### src/rtl/canvas_fill.sv
// Rectangle-fill write engine for the H_LEN x V_LEN canvas: latches a rectangle and a colour,
// then streams one pixel write per pclk in row-major order on the canvas write port.
module canvas_fill #(
    parameter int DW    = 15,
    parameter int H_LEN = 200,
    parameter int V_LEN = 150
) (
    input  logic          pclk,
    input  logic          rstn,
    input  logic          start,
    input  logic          clr,
    input  logic [7:0]    x0,
    input  logic [7:0]    x1,
    input  logic [7:0]    y0,
    input  logic [7:0]    y1,
    input  logic [11:0]   color,
    output logic          we,
    output logic [DW-1:0] waddr,
    output logic [11:0]   wdata,
    output logic          busy,
    output logic          done
);

    localparam logic [1:0] S_IDLE  = 2'd0;
    localparam logic [1:0] S_SETUP = 2'd1;
    localparam logic [1:0] S_FILL  = 2'd2;
    localparam logic [1:0] S_DONE  = 2'd3;

    localparam logic [7:0]    X_MAX    = 8'(H_LEN - 1);
    localparam logic [7:0]    Y_MAX    = 8'(V_LEN - 1);
    localparam logic [DW-1:0] ROW_STEP = DW'(H_LEN);

    function automatic logic [7:0] clamp(input logic [7:0] v, input logic [7:0] lim);
        return (v > lim) ? lim : v;
    endfunction

    function automatic logic [7:0] min8(input logic [7:0] a, input logic [7:0] b);
        return (a < b) ? a : b;
    endfunction

    function automatic logic [7:0] max8(input logic [7:0] a, input logic [7:0] b);
        return (a > b) ? a : b;
    endfunction

    logic [1:0]    state;
    logic [7:0]    lx0, lx1, ly0, ly1;
    logic          lclr;
    logic [7:0]    xa, xb, yb;
    logic [7:0]    x, y;
    logic [DW-1:0] rowbase;

    logic [7:0]    nxa, nxb, nya, nyb;
    logic [DW-1:0] base;

    // Normalised corners from the latched (already clamped) request; only consumed in SETUP.
    always_comb begin
        nxa = lclr ? 8'd0  : min8(lx0, lx1);
        nxb = lclr ? X_MAX : max8(lx0, lx1);
        nya = lclr ? 8'd0  : min8(ly0, ly1);
        nyb = lclr ? Y_MAX : max8(ly0, ly1);
        base = DW'(nya) * ROW_STEP;
    end

    always_ff @(posedge pclk) begin
        if (!rstn) begin
            state <= S_IDLE;
            we    <= 1'b0;
            busy  <= 1'b0;
            done  <= 1'b0;
            waddr <= '0;
            wdata <= '0;
        end else begin
            case (state)
                S_IDLE: begin
                    if (start) begin
                        lx0   <= clamp(x0, X_MAX);
                        lx1   <= clamp(x1, X_MAX);
                        ly0   <= clamp(y0, Y_MAX);
                        ly1   <= clamp(y1, Y_MAX);
                        lclr  <= clr;
                        wdata <= color;
                        busy  <= 1'b1;
                        state <= S_SETUP;
                    end
                end
                S_SETUP: begin
                    xa      <= nxa;
                    xb      <= nxb;
                    yb      <= nyb;
                    x       <= nxa;
                    y       <= nya;
                    rowbase <= base;
                    waddr   <= base + DW'(nxa);
                    we      <= 1'b1;
                    state   <= S_FILL;
                end
                S_FILL: begin
                    if (x == xb) begin
                        if (y == yb) begin
                            we    <= 1'b0;
                            busy  <= 1'b0;
                            done  <= 1'b1;
                            state <= S_DONE;
                        end else begin
                            // Row wrap: step the row base instead of multiplying.
                            x       <= xa;
                            y       <= y + 8'd1;
                            rowbase <= rowbase + ROW_STEP;
                            waddr   <= rowbase + ROW_STEP + DW'(xa);
                        end
                    end else begin
                        x     <= x + 8'd1;
                        waddr <= waddr + 1'b1;
                    end
                end
                S_DONE: begin
                    done  <= 1'b0;
                    state <= S_IDLE;
                end
                default: state <= S_IDLE;
            endcase
        end
    end

endmodule

### config.mk
export PLATFORM = sky130hd
export DESIGN_NAME = canvas_fill
export DESIGN_NICKNAME = d
export VERILOG_FILES = /design/src/rtl/canvas_fill.sv
export SDC_FILE = /design/constraint.sdc
export NUM_CORES = 1
export LEC_CHECK = 0
export CORE_MARGIN = 2
export CORE_UTILIZATION = 25
export CTS_BUF_LIST = sky130_fd_sc_hd__clkbuf_4 sky130_fd_sc_hd__clkbuf_8
export DETAILED_ROUTE_END_ITERATION = 16
export SYNTH_ARGS = -nofsm -noshare
export SYNTH_HDL_FRONTEND = slang
export SYNTH_SLANG_ARGS = --single-unit
### constraint.sdc
create_clock -name pclk -period 5.8 [get_ports pclk]
set_clock_uncertainty 0.15 [all_clocks]
set_input_delay 0.58 -clock pclk [delete_from_list [all_inputs] [get_ports pclk]]
set_output_delay 0.58 -clock pclk [all_outputs]
set_load 0.05 [all_outputs]
==> metrics.log, run 1 <==
INFO  metric synth.ff_latch_count = 117
INFO  metric num_antenna_cells = 0
INFO  metric drt-pass1-iter-count = 4
INFO  metric routedWlPerCell = 14.4 um
INFO  metric yosysSeqAreaShare = 0.412
INFO  metric crit_arrival = 5570 ps
INFO  metric post_synth_most_frequent_cells = 89 x sky130_fd_sc_hd__nand2_1, 85 x sky130_fd_sc_hd__edfxtp_1, 66 x sky130_fd_sc_hd__nor2_1
INFO  metric layout_min_cycle_time = 5380 ps
INFO  metric share_clk_of_total_power = 0.187
INFO  metric tns = 0 ps
INFO  metric syn_area = 7750 um2
INFO  metric cts-htree-levels = 4
INFO  metric async_reset_ff_frac = 0
INFO  metric synthCells = 801
INFO  metric post-route-util = 0.307
INFO  metric hold_slack_final = 306 ps
INFO  metric netlist.area_leader.share = 0.329
INFO  metric num_cts_buffers = 17
INFO  metric max_freq = 186 MHz
INFO  metric worst_r2r_path_depth = 19
INFO  metric hold_path_class = register to register
INFO  metric grt_setup_unrepaired = no
INFO  metric synth.net_count = 914
INFO  metric design.final.nets = 986
INFO  metric design_area = 9400 um2
INFO  metric slew_headroom = 0.211
INFO  metric grt_pass1_wl = 30300 um
INFO  metric critPathCaptureType = register
INFO  metric timing.critical_path.cells = ha_1, a21o_1, a21o_1, a21oi_1, nand2_2, mux2i_1, nor2_1, ha_1, ha_1, ha_1, inv_1, fa_1, nand2b_1, a21oi_1, a2111oi_1, nor3_1, or4_1, a21oi_1, a221o_1
INFO  metric netlist.top_cell.by_area = sky130_fd_sc_hd__edfxtp_1
INFO  metric wirelength_met1 = 8820 um
INFO  metric cts-root-to-sink-buffers = 2
INFO  metric antenna_found_initial = 0
INFO  metric outcome = finished, final reports clean
INFO  metric yosys.cell_types.count = 70
INFO  metric cts.reportedPaths.clkPinSlew = 80 ps
INFO  metric postRouteAntennaNets = 0
INFO  metric switching_share = 0.435
INFO  metric final_number_of_max_transition_violations = 0
INFO  metric grt_start_max_net_pins = 59
INFO  metric p_comb_frac = 0.491
INFO  metric avgViaCountPerCell = 4.73
INFO  metric postRouteWirelength = 18400 um
INFO  metric port-buffer-count = 77
INFO  metric cp_slowest_stage_delay = 480 ps
INFO  metric max_capacitance_violation_total = 0
INFO  metric timing_hold_violations_final = 0
INFO  metric post_route_fraction_of_the_period_consumed_by_the_critical_path = 0.927
INFO  metric irDropWorstVdd = 0.000161 V
INFO  metric cts_hold_buf = 0
INFO  metric gpl.final_weighted_congestion = 0.805
INFO  metric sum_of_overflow_across_all_layers_after_global_routing = 0
INFO  metric powerDensity = 456 nW/um2
INFO  metric post_synth_edffs = 85
INFO  metric estimated_wirelength_of_the_detail_placed_design = 13900 um
INFO  metric insertion_delay_of_the_later_clocked_pin_in_the_worst_skew_pair = 450 ps
INFO  metric worstSetupStartpointType = register
INFO  metric largest_reg_flops = 15
INFO  metric whs_path_depth = 2
INFO  metric floorplan.initialDensity = 0.253
INFO  metric drt_drc_violations_left = 0
INFO  metric met3_length = 798 um
INFO  metric met2RoutedLength = 8520 um
INFO  metric placed_instance_area = 8950 um2
INFO  metric top_signal_layer_used = met4
INFO  metric synthMostInstantiatedCell = sky130_fd_sc_hd__nand2_1
INFO  metric regMostFlops = waddr
INFO  metric critPathMostFrequentCell = sky130_fd_sc_hd__ha_1
INFO  metric setup_crit_path_kind = register to register
INFO  metric core_area = 30600 um2
INFO  metric cpMaxStageDelayCell = sky130_fd_sc_hd__nor3_1
INFO  metric first_global_vias = 5922
INFO  metric tritoncts_clock_tree = yes
INFO  metric die-height = 180 um
INFO  metric areaGrowthSynthToFinish = 21.2%
INFO  metric mean_instance_size_in_the_synthesized_netlist = 9.68 um2
INFO  metric synth_ff_type = sky130_fd_sc_hd__edfxtp_1
INFO  metric share_seq_of_total_power = 0.322
INFO  metric crit_required = 5990 ps
INFO  metric ioPinCount = 78
INFO  metric setup_viol = 0
INFO  metric tightestPinTransition = 1180 ps
INFO  metric fraction_of_final_layout_cells_sized_beyond_drive_strength_1 = 0.0801
INFO  metric first_iter_violations = 265
INFO  metric cts_root_buf = sky130_fd_sc_hd__clkbuf_8
INFO  metric grt_usage = 0.114
INFO  metric rows = 64
INFO  metric power.internal = 0.00242 W
INFO  metric floorplan.die.width = 180 um
INFO  metric count_of_yosys_warnings_during_synthesis = 0
INFO  metric largest_registers = waddr (15), rowbase (12), wdata (12)
INFO  metric fin_total_pwr = 0.00428 W
INFO  metric vias = 6058
INFO  metric filler_cell_count = 3213
INFO  metric critical_path.max_fanout = 7
INFO  metric die_area = 32400 um2
INFO  metric synth_top_area_cells = sky130_fd_sc_hd__edfxtp_1 33%, sky130_fd_sc_hd__ha_1 9.7%, sky130_fd_sc_hd__dfxtp_1 8.3%, sky130_fd_sc_hd__nand2_1 4.3%, sky130_fd_sc_hd__xnor2_1 4.0%
INFO  metric tritoncts_num_sinks = 117
INFO  metric p_switching = 0.00186 W
INFO  metric p_leak = 3.56 nW
## worst max-delay path: cells and delay by family, from the launching register on
family / cells / cell delay [ps]
fa+ha+maj: 5 / 1700
simple gates: 5 / 1220
buf+inv: 1 / 60
compound gates: 7 / 1390
mux: 1 / 330
flops: 1 / 410
## cells in the final DEF, fill, tap and decap left out, types with 8 or more instances in the layout
cell type and instances:
sky130_fd_sc_hd__nor2_1 64, sky130_fd_sc_hd__xnor2_1 35, sky130_fd_sc_hd__ha_1 59, sky130_fd_sc_hd__nand2_1 88
sky130_fd_sc_hd__a21o_1 8, sky130_fd_sc_hd__edfxtp_1 85, sky130_fd_sc_hd__nand3_1 26, sky130_fd_sc_hd__o31ai_1 18
sky130_fd_sc_hd__nor2b_1 10, sky130_fd_sc_hd__mux2i_1 23, sky130_fd_sc_hd__a211oi_1 9, sky130_fd_sc_hd__clkdlybuf4s50_1 77
sky130_fd_sc_hd__nand2b_1 18, sky130_fd_sc_hd__clkbuf_8 17, sky130_fd_sc_hd__nand4_1 8, sky130_fd_sc_hd__dfxtp_1 32
sky130_fd_sc_hd__a21oi_1 47, sky130_fd_sc_hd__buf_4 9, sky130_fd_sc_hd__o211ai_1 17, sky130_fd_sc_hd__and3_1 13
sky130_fd_sc_hd__and2_1 11, sky130_fd_sc_hd__o21ai_0 26, sky130_fd_sc_hd__nor3_1 12, sky130_fd_sc_hd__xor2_1 33
sky130_fd_sc_hd__inv_1 40
## stage by stage
step	worst slack (ps)	instances
3_5_place_dp	314	1249
5_1_grt	38.3	1282
4_1_cts	248	1281
6_report	424	1282
3_3_place_gp	355	1249
2_1_floorplan	770	801
## path summary, 6_finish.rpt
path                                       startpoint                      to  slack (ps)
worst min-delay path            wdata[7]$_SDFFE_PN0P_   wdata[7]$_SDFFE_PN0P_         310
worst max-delay path             ly0[5]$_SDFFCE_PN0P_  waddr[14]$_SDFFE_PN0N_         420
worst min register to register  wdata[7]$_SDFFE_PN0P_   wdata[7]$_SDFFE_PN0P_         310
worst max register to register   ly0[5]$_SDFFCE_PN0P_  waddr[14]$_SDFFE_PN0N_         420
## logic make-up after synthesis
group	synth area share
flip-flops	0.412
AO/OA/AOI/OAI	0.152
XOR/XNOR	0.0780
adder cells (fa/ha/maj)	0.110
buffers and inverters	0.0374
multiplexers	0.0352
AND/OR/NAND/NOR	0.176
## power by group through the flow
stage / registers, W / logic (W) / clock network, W
after floorplan: 0.00152 / 0.00138 / 0
after global placement: 0.00139 / 0.00207 / 0
after detailed placement: 0.00139 / 0.00209 / 0
after CTS: 0.00138 / 0.00210 / 0.000816
after global routing: 0.00140 / 0.00234 / 0.000854
final: 0.00138 / 0.00210 / 0.000799
## layout make-up
| type | count | area, um2 | share of cell area |
|---|---|---|---|
| flip-flops and latches | 117 | 3190 | 0.340 |
| repair buffers | 86 | 838 | 0.0892 |
| well taps | 396 | 495 | 0.0527 |
| clock inverters | 15 | 179 | 0.0190 |
| inverters | 41 | 154 | 0.0164 |
| multi-input cells | 610 | 4300 | 0.458 |
| clock buffers | 17 | 234 | 0.0249 |
## per-layer routing
metal / track usage / vias to the layer above
met5: 0 / -
met4: 0.0387 / 0
met3: 0.0186 / 21
met2: 0.186 / 171
met1: 0.153 / 2817
li1: - / 3049
## timing repair
action | 4_1_cts | 5_1_grt
setup endpoints to repair | 0 | 4
resized for setup | 0 | 6
buffers inserted | 0 | 1
(Power assumes the default switching activity.)
==> inputs of run 2 (changes only) <==
--- a/config.mk
+++ b/config.mk
@@ -5,10 +5,11 @@
 export SDC_FILE = /design/constraint.sdc
 export NUM_CORES = 1
 export LEC_CHECK = 0
-export CORE_MARGIN = 2
 export CORE_UTILIZATION = 25
 export CTS_BUF_LIST = sky130_fd_sc_hd__clkbuf_4 sky130_fd_sc_hd__clkbuf_8
 export DETAILED_ROUTE_END_ITERATION = 16
+export RECOVER_POWER = 50
+export SETUP_SLACK_MARGIN = 0.2
 export SYNTH_ARGS = -nofsm -noshare
 export SYNTH_HDL_FRONTEND = slang
 export SYNTH_SLANG_ARGS = --single-unit
==> run 2 against run 1 <==
  * Utilization increased by 0.077 points
  * Non-clock buffer count grew 2
  * Critical path depth rose by 1
  * Critical endpoint unchanged
  * Largest power group unchanged
==> metrics.log, run 2 (synthesized netlist as in run 1, its figures left out) <==
INFO  metric drt_drc_violations_left = 0
INFO  metric worst_r2r_endpoint = waddr[14]$_SDFFE_PN0N_
INFO  metric slew_headroom = 0.102
INFO  metric worst_r2r_path_depth = 20
INFO  metric estimated_wirelength_of_the_detail_placed_design = 13800 um
INFO  metric drt-pass1-iter-count = 5
INFO  metric cts-htree-levels = 4
INFO  metric largest_registers = waddr (15), rowbase (12), wdata (12)
INFO  metric cts_hold_buf = 0
INFO  metric powerDensity = 454 nW/um2
INFO  metric end_point_of_the_most_critical_hold_path = wdata[5]$_SDFFE_PN0P_
INFO  metric postRouteWirelength = 18200 um
INFO  metric num_antenna_cells = 0
INFO  metric post_route_fraction_of_the_period_consumed_by_the_critical_path = 0.913
INFO  metric grt_usage = 0.120
INFO  metric grt_start_max_net_pins = 59
INFO  metric critical_path.max_fanout = 5
INFO  metric irDropWorstVdd = 0.000169 V
INFO  metric cts.reportedPaths.clkPinSlew = 80 ps
INFO  metric cp_slowest_stage_delay = 450 ps
INFO  metric grt.met3_usage = 0.0275
INFO  metric tritoncts_clock_tree = yes
INFO  metric stdcell_count = 1284
INFO  metric crit_arrival = 5540 ps
INFO  metric cpMaxStageDelayCell = sky130_fd_sc_hd__fa_1
INFO  metric max_capacitance_violation_total = 0
INFO  metric place_inst = 1251
INFO  metric tns = 0 ps
INFO  metric cts_root_buf = sky130_fd_sc_hd__clkbuf_8
INFO  metric setup_crit_path_kind = register to register
INFO  metric reg2reg_slack = 500 ps
INFO  metric worstSetupStartpointType = register
INFO  metric fraction_of_final_layout_cells_sized_beyond_drive_strength_1 = 0.0721
INFO  metric p_leak = 3.62 nW
INFO  metric max_freq = 189 MHz
INFO  metric port-buffer-count = 77
INFO  metric outcome = finished, final reports clean
INFO  metric timing_hold_violations_final = 0
INFO  metric core_area = 30500 um2
INFO  metric grt_pass1_wl = 29900 um
INFO  metric first_iter_violations = 265
INFO  metric sum_of_overflow_across_all_layers_after_global_routing = 0
INFO  metric holdCritStartpoint = wdata[5]$_SDFFE_PN0P_
INFO  metric die_area = 31700 um2
INFO  metric buf_inv_on_cp = 1
INFO  metric mostFrequentLayoutCells = 88 x sky130_fd_sc_hd__nand2_1, 85 x sky130_fd_sc_hd__edfxtp_1, 64 x sky130_fd_sc_hd__nor2_1, 59 x sky130_fd_sc_hd__ha_1, 47 x sky130_fd_sc_hd__a21oi_1
INFO  metric floorplan.die.width = 178 um
INFO  metric hold_path_class = register to register
INFO  metric routedWlPerCell = 14.2 um
INFO  metric largest_reg_flops = 15
INFO  metric grt_setup_unrepaired = yes
INFO  metric tritoncts_num_sinks = 117
INFO  metric grt_util_met2 = 0.194
INFO  metric avgViaCountPerCell = 4.71
INFO  metric gpl.final_weighted_congestion = 0.805
INFO  metric cell_family_with_the_largest_share_of_critical_path_delay = adder cells
INFO  metric tightestPinTransition = 1350 ps
INFO  metric use_met1 = 0.159
INFO  metric whs_path_depth = 2
INFO  metric areaGrowthSynthToFinish = 21.2%
INFO  metric final_number_of_max_transition_violations = 0
INFO  metric postRouteAntennaNets = 0
INFO  metric worstReg2RegStart = ly0[1]$_SDFFCE_PN0P_
INFO  metric num_cts_buffers = 17
INFO  metric grt_busiest_layer = met2
INFO  metric floorplan.initialDensity = 0.254
INFO  metric critPathCaptureType = register
INFO  metric layout_min_cycle_time = 5300 ps
INFO  metric crit_required = 6040 ps
INFO  metric setup_viol = 0
INFO  metric worst-path-stages = 20
INFO  metric layout.cells.most_common = sky130_fd_sc_hd__nand2_1
INFO  metric rows = 64
INFO  metric antenna_found_initial = 0
INFO  metric insertion_delay_of_the_later_clocked_pin_in_the_worst_skew_pair = 440 ps
INFO  metric ioPinCount = 78
INFO  metric first_global_vias = 5850
INFO  metric die-height = 178 um
INFO  metric critPathMostFrequentCell = sky130_fd_sc_hd__ha_1
INFO  metric design.final.nets = 988
INFO  metric cts-root-to-sink-buffers = 2
INFO  metric vias = 6051
INFO  metric timing.critical_path.cells = ha_1, nor2b_1, o21a_1, o21a_1, o21bai_2, nand2_2, mux2i_1, nor2_1, ha_1, ha_1, ha_1, inv_1, fa_1, nand2b_1, a21oi_1, xor2_1, nand3_1, or4_1, a21oi_1, a221o_1
INFO  metric regMostFlops = waddr
[run 2: changes by cell type in the layout (fill, tap and decap cells not counted), moves of 2 or more]
cell | before | now
sky130_fd_sc_hd__clkdlybuf4s50_1 | 77 | 42
sky130_fd_sc_hd__buf_4 | 9 | 7
sky130_fd_sc_hd__clkbuf_1 | 0 | 4
sky130_fd_sc_hd__dlygate4sd3_1 | 0 | 35
sky130_fd_sc_hd__inv_6 | 4 | 2
sky130_fd_sc_hd__and2_0 | 0 | 9
sky130_fd_sc_hd__and2_1 | 11 | 2
[run 2: worst max-delay path by stage]
| stage | startpoint | endpoint | slack [ps] |
|---|---|---|---|
| 3_3_place_gp | ly0[1]$_SDFFCE_PN0P_ | waddr[14]$_SDFFE_PN0N_ | 350 |
| 6_report | ly0[1]$_SDFFCE_PN0P_ | waddr[14]$_SDFFE_PN0N_ | 500 |
| 2_1_floorplan | ly0[1]$_SDFFCE_PN0P_ | waddr[14]$_SDFFE_PN0N_ | 770 |
| 3_5_place_dp | ly0[1]$_SDFFCE_PN0P_ | waddr[14]$_SDFFE_PN0N_ | 280 |
| 4_1_cts | ly0[1]$_SDFFCE_PN0P_ | waddr[14]$_SDFFE_PN0N_ | 260 |
| 5_1_grt | ly0[1]$_SDFFCE_PN0P_ | waddr[12]$_SDFFE_PN0N_ | 140 |
[run 2: what timing repair did]
action / in CTS / in global routing
resized for setup: 0 / 6
buffers inserted: 0 / 1
setup endpoints to repair: 0 / 5
[run 2: tightest hold or removal path, cell delays in order (launching register included)]
cell and delay [ps]:
sky130_fd_sc_hd__dfxtp_1 310, sky130_fd_sc_hd__nand2_1 50, sky130_fd_sc_hd__a21oi_1 50
[run 2: cell type report]
class | count | area [um2]
fill | 3135 | 21100
multi-input combinational | 610 | 4280
sequential | 117 | 3190
timing repair buffer | 88 | 838
tap | 396 | 495
clock buffer | 17 | 234
clock inverter | 15 | 203
inverter | 41 | 154
[run 2: through the flow]
step / hold WS (ps) / total power [W] / area (um2) / setup slack [ps] / utilization
finish: 301 / 0.00427 / 9400 / 503 / 0.308
global route: 325 / 0.00459 / 9400 / 138 / 0.308
CTS: 306 / 0.00432 / 9410 / 264 / 0.308
detailed placement: 296 / 0.00347 / 8970 / 279 / 0.294
global placement: 292 / 0.00345 / 8970 / 354 / 0.294
floorplan: 364 / 0.00290 / 7750 / 770 / -
[run 2: power by group]
part	internal (W)	total [W]	switching, W
Combinational	0.000791	0.00206	0.00127
Sequential	0.00118	0.00138	0.000195
Clock	0.000470	0.000834	0.000364
Total	0.00244	0.00427	0.00183
[run 2: routing by layer]
| layer | vias up | share of wire |
|---|---|---|
| li1 | 3041 | - |
| met1 | 2865 | 0.48 |
| met2 | 129 | 0.47 |
| met3 | 16 | 0.044 |
| met4 | 0 | 0.010 |
| met5 | - | 0 |
==> inputs of run 3 (changes only) <==
--- a/config.mk
+++ b/config.mk
@@ -10,6 +10,7 @@
 export DETAILED_ROUTE_END_ITERATION = 16
 export RECOVER_POWER = 50
 export SETUP_SLACK_MARGIN = 0.2
+export SKIP_CTS_REPAIR_TIMING = 1
 export SYNTH_ARGS = -nofsm -noshare
 export SYNTH_HDL_FRONTEND = slang
 export SYNTH_SLANG_ARGS = --single-unit
==> results of run 3 <==
No change in the layout: final DEF, timing and power equal those of run 2.
